<file path="config.mk">
export PLATFORM = sky130hd
export DESIGN_NAME = pulse_stretch
export DESIGN_NICKNAME = d
export VERILOG_FILES = /design/src/rtl/pulse_pkg.sv /design/src/rtl/pulse_down_cnt.sv /design/src/rtl/pulse_stretch.sv
export SDC_FILE = /design/constraint.sdc
export NUM_CORES = 1
export LEC_CHECK = 0
export BUFFER_PORTS_ARGS = -buffer_cell sky130_fd_sc_hd__buf_2
export CAP_MARGIN = 20
export CORE_UTILIZATION = 50
export CTS_CLUSTER_SIZE = 28
export DETAILED_ROUTE_END_ITERATION = 10
export GPL_ROUTABILITY_DRIVEN = 0
export PLACE_DENSITY = 0.71
export SYNTH_ARGS = -nofsm -noshare
export SYNTH_HDL_FRONTEND = slang
export SYNTH_SLANG_ARGS = --single-unit
export TNS_END_PERCENT = 1
</file>
<file path="constraint.sdc">
create_clock -name clk -period 2.5 [get_ports clk]
set_input_delay 0.25 -clock clk [delete_from_list [all_inputs] [get_ports clk]]
set_output_delay 0.25 -clock clk [all_outputs]
set_load 0.02 [all_outputs]
</file>
<file path="src/rtl/pulse_pkg.sv">
// Shared types and constants for the pulse stretcher.
package pulse_pkg;

    // FSM state encoding
    typedef enum logic [1:0] {
        IDLE = 2'd0,
        HOLD = 2'd1,
        GAP  = 2'd2
    } state_t;

    // All-ones value of a w-bit counter, used as the saturation ceiling
    function automatic logic [31:0] sat_max(input int unsigned w);
        return (w >= 32) ? 32'hFFFF_FFFF : ((32'd1 << w) - 32'd1);
    endfunction

endpackage

</file>
<file path="src/rtl/pulse_down_cnt.sv">
// Loadable down-counter shared by the HOLD and GAP phases.
module pulse_down_cnt #(
    parameter int LEN_W = 8
) (
    input  logic             clk,
    input  logic             rst,
    input  logic             load,
    input  logic [LEN_W-1:0] load_val,
    input  logic             dec,
    output logic             zero
);

    logic [LEN_W-1:0] cnt;

    // Load has priority over decrement; never wraps below zero
    always_ff @(posedge clk or posedge rst) begin
        if (rst)
            cnt <= '0;
        else if (load)
            cnt <= load_val;
        else if (dec && cnt != '0)
            cnt <= cnt - 1'b1;
    end

    assign zero = (cnt == '0);

endmodule

</file>
<file path="src/rtl/pulse_stretch.sv">
// Stretches single-cycle triggers into programmable-length levels with
// an enforced low gap; triggers that cannot be honoured are counted.
module pulse_stretch
    import pulse_pkg::*;
#(
    parameter int LEN_W      = 8,
    parameter int GAP_CYCLES = 2,
    parameter int RETRIGGER  = 0,
    parameter int MISS_W     = 8
) (
    input  logic              clk,
    input  logic              rst,
    input  logic              trigger,
    input  logic [LEN_W-1:0]  length,
    output logic              level,
    output logic              busy,
    output logic              missed,
    output logic [MISS_W-1:0] miss_cnt
);

    localparam logic [LEN_W-1:0]  GAP_M1   = (GAP_CYCLES > 0) ? LEN_W'(GAP_CYCLES - 1) : '0;
    localparam logic [MISS_W-1:0] MISS_MAX = MISS_W'(sat_max(MISS_W));
    localparam bit                RETRIG   = (RETRIGGER != 0);
    localparam bit                HAS_GAP  = (GAP_CYCLES > 0);

    state_t           state;
    logic             zero;
    logic             load;
    logic             dec;
    logic             drop;
    logic [LEN_W-1:0] load_val;
    logic [LEN_W-1:0] len_m1;

    // A zero length behaves like one cycle
    assign len_m1 = (length == '0) ? '0 : (length - 1'b1);

    // Counter control and drop decision for the current cycle
    always_comb begin
        load     = 1'b0;
        load_val = len_m1;
        dec      = 1'b0;
        drop     = 1'b0;
        case (state)
            IDLE: load = trigger;
            HOLD: begin
                if (trigger && RETRIG) begin
                    load = 1'b1;
                end else begin
                    drop = trigger;
                    if (zero) begin
                        load     = HAS_GAP;
                        load_val = GAP_M1;
                    end else begin
                        dec = 1'b1;
                    end
                end
            end
            GAP: begin
                drop = trigger;
                dec  = !zero;
            end
            default: ;
        endcase
    end

    pulse_down_cnt #(.LEN_W(LEN_W)) u_cnt (
        .clk      (clk),
        .rst      (rst),
        .load     (load),
        .load_val (load_val),
        .dec      (dec),
        .zero     (zero)
    );

    // FSM with registered level/busy, plus the drop flag and saturating counter
    always_ff @(posedge clk or posedge rst) begin
        if (rst) begin
            state    <= IDLE;
            level    <= 1'b0;
            busy     <= 1'b0;
            missed   <= 1'b0;
            miss_cnt <= '0;
        end else begin
            missed <= drop;
            if (drop && miss_cnt != MISS_MAX)
                miss_cnt <= miss_cnt + 1'b1;
            case (state)
                IDLE: begin
                    if (trigger) begin
                        state <= HOLD;
                        level <= 1'b1;
                        busy  <= 1'b1;
                    end
                end
                HOLD: begin
                    // a reload keeps us in HOLD even on the last cycle
                    if (!(trigger && RETRIG) && zero) begin
                        level <= 1'b0;
                        if (HAS_GAP) begin
                            state <= GAP;
                            busy  <= 1'b1;
                        end else begin
                            state <= IDLE;
                            busy  <= 1'b0;
                        end
                    end
                end
                GAP: begin
                    if (zero) begin
                        state <= IDLE;
                        busy  <= 1'b0;
                    end
                end
                default: begin
                    state <= IDLE;
                    level <= 1'b0;
                    busy  <= 1'b0;
                end
            endcase
        end
    end

endmodule

</file>
Yosys cells after proc, flatten, opt, wreduce, memory -nomap -nowiden
Cells that the tools add are included.
{"block": "word_totals", "ff_bits": 21, "inputBits": 11, "word_cells": 46}
{"block": "op_classes", "add_sub_neg": 3, "eq_ne": 6, "muxes": 19, "bitwise_logic": 1, "reduce_logical": 11}
{"cell": "$mux 8", "count": 5}
{"cell": "$logic_not 8->1", "count": 2}
{"cell": "$sub 8x1->8 const B", "count": 2}
{"cell": "$add 8x1->8 const B", "count": 1}
{"cell": "$ne 8x8->1 const B", "count": 1}
{"cell": "$reduce_bool 8->1", "count": 1}
{"cell": "$mux 1", "count": 6}
{"cell": "$mux 2", "count": 3}
{"cell": "$ne 2x2->1 const B", "count": 3}
{"cell": "$pmux 1 s3", "count": 2}
{"cell": "$pmux 2 s3", "count": 1}
{"cell": "$reduce_and 3->1", "count": 2}
{"cell": "$pmux 1 s2", "count": 2}
{"cell": "$eq 2x1->1 const B", "count": 1}
{"cell": "$eq 2x2->1 const B", "count": 1}
{"cell": "$logic_and 1x1->1", "count": 2}
{"cell": "$logic_not 2->1", "count": 1}
{"cell": "$reduce_bool 2->1", "count": 1}
{"cell": "$reduce_or 2->1", "count": 1}
{"cell": "$logic_not 1->1", "count": 1}
{"cell": "$not 1->1", "count": 1}

Logic depth before layout (Yosys ltp)
{"block": "logic_depth", "word_depth": 6, "mapped_depth": 8}

Hierarchy
Synthesis repeated with hierarchy kept, for this count alone.
{"block": "hier_totals", "hier_cells": 153, "hier_area_um2": 1392.6}
{"mod": "pulse_stretch", "instances": 1, "cells_per_inst": 100, "area_each_um2": 897.1, "seq_area_each_um2": 325.3}
{"mod": "pulse_down_cnt", "instances": 1, "cells_per_inst": 53, "area_each_um2": 495.5, "seq_area_each_um2": 200.2}

Worst setup path after synthesis
Ideal clock, no wire load.
{"block": "synth_path", "kind": "register to register", "from": "reg u_cnt.cnt[0]", "to": "reg u_cnt.cnt[1]", "setup_time_ns": 0.125, "arrival_ns": 1.911, "t_required_ns": 2.375, "slack_ns": 0.464, "path_stages_with_launch": 9, "period_less_slack_ns": 2.036, "cell_sequence": "dfrtp_1 inv_1 ha_1 nor3b_1 a21oi_1 nor3_2 or2_1 buf_6 mux2_4"}
{"block": "synth_via", "elab_chain_cells": 5, "word_cells_on_any_way": 14, "classes_between": "add/sub: 1; mux: 8; reduce/logical: 5"}
{"element": "from (decl)", "line": "pulse_down_cnt.sv:13", "source": "logic [LEN_W-1:0] cnt;"}
{"element": "from (signal assigned)", "line": "pulse_down_cnt.sv:20", "source": "cnt <= load_val;"}
{"element": "from (signal assigned)", "line": "pulse_down_cnt.sv:22", "source": "cnt <= cnt - 1'b1;"}
{"element": "parallel branches: the longest is 5 deep, another holds $sub 8x1->8"}
Several ways; the timed one is not identified. The select of a mux whose other input is x is not followed.
A chain may end at the register's enable or synchronous reset.

Worst setup path after layout
Same ends and word-level chain as after synthesis.

==> load_flow_metrics.sql <==
INSERT INTO impl_metrics (metric_group, metric, value, unit) VALUES
('synthesis', 'synth.yosys.seq_area_share', '39.7', '%'),
('sta', 'holdWs', '0.0531', 'ns'),
('die', 'chipHeight', '53.5', 'um'),
('clock_network', 'clkTransAtPathRegs', '0.14', 'ns'),
('synthesis', 'xor_xnor_share_of_the_synthesized_area', '8.60', '%'),
('synthesis', 'synth_compound_area_share', '14.7', '%'),
('sta', 'max_freq', '471', 'MHz'),
('clock_network', 'root_buffer', 'sky130_fd_sc_hd__clkbuf_4', ''),
('synthesis', 'synth_cells', '140', ''),
('drt', 'drt_first_pass_iters', '4', ''),
('clock_network', 'h_tree_depth', '1', ''),
('synthesis', 'postSynthNetCount', '159', ''),
('clock_network', 'tritoncts_num_sinks', '21', ''),
('sta', 'finalSetupViolCount', '0', ''),
('clock_network', 'cts_buffer_depth', '2', ''),
('sta', 'final.period_utilization', '84.9', '%'),
('worst_setup_path', 'setup.worst_path.start', 'u_cnt.cnt[0]', ''),
('worst_setup_path', 'cpLargestDelayFamily', 'simple AND/OR/NAND/NOR gates', ''),
('die', 'dieWidth', '53.5', 'um'),
('synthesis', 'netlist.area_leader.share', '39.7', '%'),
('worst_setup_path', 'crit_path_start_kind', 'register', ''),
('clock_network', 'cts_inserted_buffers', '3', ''),
('placed_design', 'dp_hpwl', '2160', 'um'),
('drt', 'drc', '0', ''),
('drt', 'avgViaCountPerCell', '5.76', ''),
('sta', 'finalHoldViolations', '0', ''),
('drt', 'dr.first_iter.drc_count', '35', ''),
('worst_setup_path', 'crit_path_end', 'u_cnt.cnt[1]', ''),
('worst_setup_path', 'worst_endpoint_required_time', '2.72', 'ns'),
('pwr', 'max_vdd_drop', '0.000720', 'V'),
('worst_setup_path', 'worstRegToRegCells', '7', ''),
('worst_setup_path', 'cp_num_buf_inv', '1', ''),
('synthesis', 'ys_warn_count', '0', ''),
('global_route', 'grt_start_max_net_pins', '22', ''),
('pwr', 'leakagePower', '0.000728', 'uW'),
('drt', 'ant_nets', '0', ''),
('drt', 'top_layer_used', 'met4', ''),
('worst_setup_path', 'cp-end-kind', 'register', ''),
('worst_setup_path', 'library_cell_contributing_the_largest_single_delay_on_the_critical_path', 'sky130_fd_sc_hd__dfrtp_1', ''),
('die', 'die_area', '0.00286', 'mm^2'),
('sta', 'grt_setup_unrepaired', 'no', ''),
('worst_setup_path', 'cp_data_arrival_time', '2.35', 'ns'),
('sta', 'skew', '0.0137', 'ns'),
('clock_network', 'cts_tree', 'yes', ''),
('sta', 'fin_crit', '2.12', 'ns'),
('worst_setup_path', 'worst-path-max-fanout', '7', ''),
('synthesis', 'yosys.cell_types.count', '37', ''),
('die', 'io-pin-count', '22', ''),
('sta', 'max_slew.worst_pin.slew', '0.796', 'ns'),
('cells_and_area', 'final.fill_count', '220', ''),
('synthesis', 'synth_mux_area_share', '3.88', '%'),
('clock_network', 'cts_setup_buffers', '0', ''),
('synthesis', 'synth.largest_area_cell', 'sky130_fd_sc_hd__dfrtp_1', ''),
('worst_hold_path', 'min-delay-path-class', 'in2async', ''),
('pwr', 'cellPowerDensity', '1230', 'mW/mm^2'),
('run_status', 'status', 'complete, no violations', ''),
('global_route', 'overall_global_routing_usage', '21.7', '%'),
('placed_design', 'place_ws', '0.256', 'ns'),
('worst_setup_path', 'worstSetupPathType', 'reg2reg', ''),
('placed_design', 'io_buffers', '21', ''),
('drt', 'wl_met2', '1270', 'um'),
('global_route', 'grt_antenna_before_repair', '0', ''),
('die', 'rows', '18', ''),
('worst_setup_path', 'worstReg2RegStart', 'u_cnt.cnt[0]', ''),
('drt', 'routed_wire_length_per_instance', '14.6', 'um'),
('cells_and_area', 'final_net_count', '187', ''),
('synthesis', 'synth.ff_latch_count', '21', ''),
('worst_setup_path', 'worstSetupPathDepth', '7', ''),
('die', 'core_area', '0.00250', 'mm^2'),
('sta', 'timing.slew.headroom', '46.9', '%'),
('run', 'drv.max_cap_violation_count', '0', '');
repair_timing:
| action | CTS | global route |
|---|---|---|
| hold buffers | 0 | 0 |
| gates resized for setup | 0 | 1 |
| endpoints found under the setup margin | 0 | 6 |
worst reg2reg max path, cell delays in order (launching register included):
cell and delay [ns]:
sky130_fd_sc_hd__dfrtp_1 0.42, sky130_fd_sc_hd__inv_1 0.11, sky130_fd_sc_hd__ha_1 0.19, sky130_fd_sc_hd__nor3b_2 0.34, sky130_fd_sc_hd__nand3_1 0.31, sky130_fd_sc_hd__nand2_1 0.29, sky130_fd_sc_hd__o22ai_1 0.11, sky130_fd_sc_hd__mux2_4 0.26
kinds of logic (layout without fill, tap and decap cells):
group | Yosys count | after routing
AND/OR/NAND/NOR | 55 | 55
AO/OA/AOI/OAI | 28 | 28
flip-flops | 21 | 21
XOR/XNOR | 13 | 13
buffers and inverters | 11 | 38
adder cells (fa/ha/maj) | 8 | 8
multiplexers | 4 | 4
final cells by class:
type | instances | area, um^2 | area share, %
Multi-Input combinational cell | 108 | 754 | 50.0
Tap cell | 30 | 37.5 | 2.49
Clock buffer | 3 | 22.5 | 1.49
Inverter | 10 | 37.5 | 2.49
Sequential cell | 21 | 526 | 34.8
Clock inverter | 1 | 5.00 | 0.331
Timing Repair Buffer | 24 | 128 | 8.45
worst min path at each step:
stage,to,slack (ns),depth (start not counted)
after CTS,busy,0.09,2
final,busy,0.05,2
after global placement,miss_cnt[6],0.43,2
after global routing,busy,0.14,2
after detailed placement,miss_cnt[6],0.44,2
after floorplan,busy,0.23,1
registers in the layout, indices dropped and copies added, names as in the netlist:
signal	cells
miss_cnt	8
u_cnt.cnt	8
state	2
busy	1
level	1
missed	1
per-layer routing:
metal	vias to the layer above	track usage (%)
met5	-	0
met4	0	6.58
met3	8	4.02
met2	35	32.7
met1	536	30.7
li1	555	-
synthesized netlist by cell type:
| master | instances |
|---|---|
| sky130_fd_sc_hd__dfrtp_1 | 21 |
| sky130_fd_sc_hd__nand2_1 | 20 |
| sky130_fd_sc_hd__nor2_1 | 11 |
| sky130_fd_sc_hd__inv_1 | 10 |
| sky130_fd_sc_hd__ha_1 | 8 |
| sky130_fd_sc_hd__xnor2_1 | 8 |
| sky130_fd_sc_hd__a21oi_1 | 7 |
| sky130_fd_sc_hd__o22ai_1 | 5 |
| sky130_fd_sc_hd__xor2_1 | 5 |
| sky130_fd_sc_hd__a31oi_1 | 3 |
| sky130_fd_sc_hd__a32o_1 | 3 |
| sky130_fd_sc_hd__nand3_1 | 3 |
| sky130_fd_sc_hd__nor3_1 | 3 |
| sky130_fd_sc_hd__nor3b_1 | 3 |
| sky130_fd_sc_hd__o21ai_0 | 3 |
| sky130_fd_sc_hd__and2_1 | 2 |
| sky130_fd_sc_hd__and3_1 | 2 |
| sky130_fd_sc_hd__mux2_4 | 2 |
| sky130_fd_sc_hd__nand4_1 | 2 |
| sky130_fd_sc_hd__o32a_1 | 2 |
| sky130_fd_sc_hd__a21bo_2 | 1 |
| sky130_fd_sc_hd__a2bb2oi_1 | 1 |
| sky130_fd_sc_hd__a41oi_1 | 1 |
| sky130_fd_sc_hd__and4_1 | 1 |
| sky130_fd_sc_hd__and4b_1 | 1 |
| sky130_fd_sc_hd__buf_6 | 1 |
| sky130_fd_sc_hd__mux2_2 | 1 |
| sky130_fd_sc_hd__mux2i_1 | 1 |
| sky130_fd_sc_hd__nor2b_1 | 1 |
| sky130_fd_sc_hd__nor3_2 | 1 |
| sky130_fd_sc_hd__nor4_1 | 1 |
| sky130_fd_sc_hd__nor4_4 | 1 |
| sky130_fd_sc_hd__o2111ai_1 | 1 |
| sky130_fd_sc_hd__o311ai_0 | 1 |
| sky130_fd_sc_hd__or2_1 | 1 |
| sky130_fd_sc_hd__or2b_1 | 1 |
| sky130_fd_sc_hd__or3_1 | 1 |
power by group:
part | total, uW | switching (uW) | internal, uW
Combinational | 1050 | 598 | 454
Sequential | 631 | 151 | 480
Clock | 176 | 116 | 59.8
Total | 1860 | 865 | 994
through the flow:
| stage | cells | power, uW | util, % | cell area (um^2) |
|---|---|---|---|---|
| after global placement | 193 | 1630 | 59.1 | 1480 |
| after global routing | 197 | 2000 | 60.4 | 1510 |
| final | 197 | 1860 | 60.4 | 1510 |
| after detailed placement | 193 | 1660 | 59.1 | 1480 |
| after CTS | 197 | 1840 | 60.2 | 1510 |
| after floorplan | 140 | 1380 | - | 1320 |
Note: power is estimated with default switching activity, not from simulation.
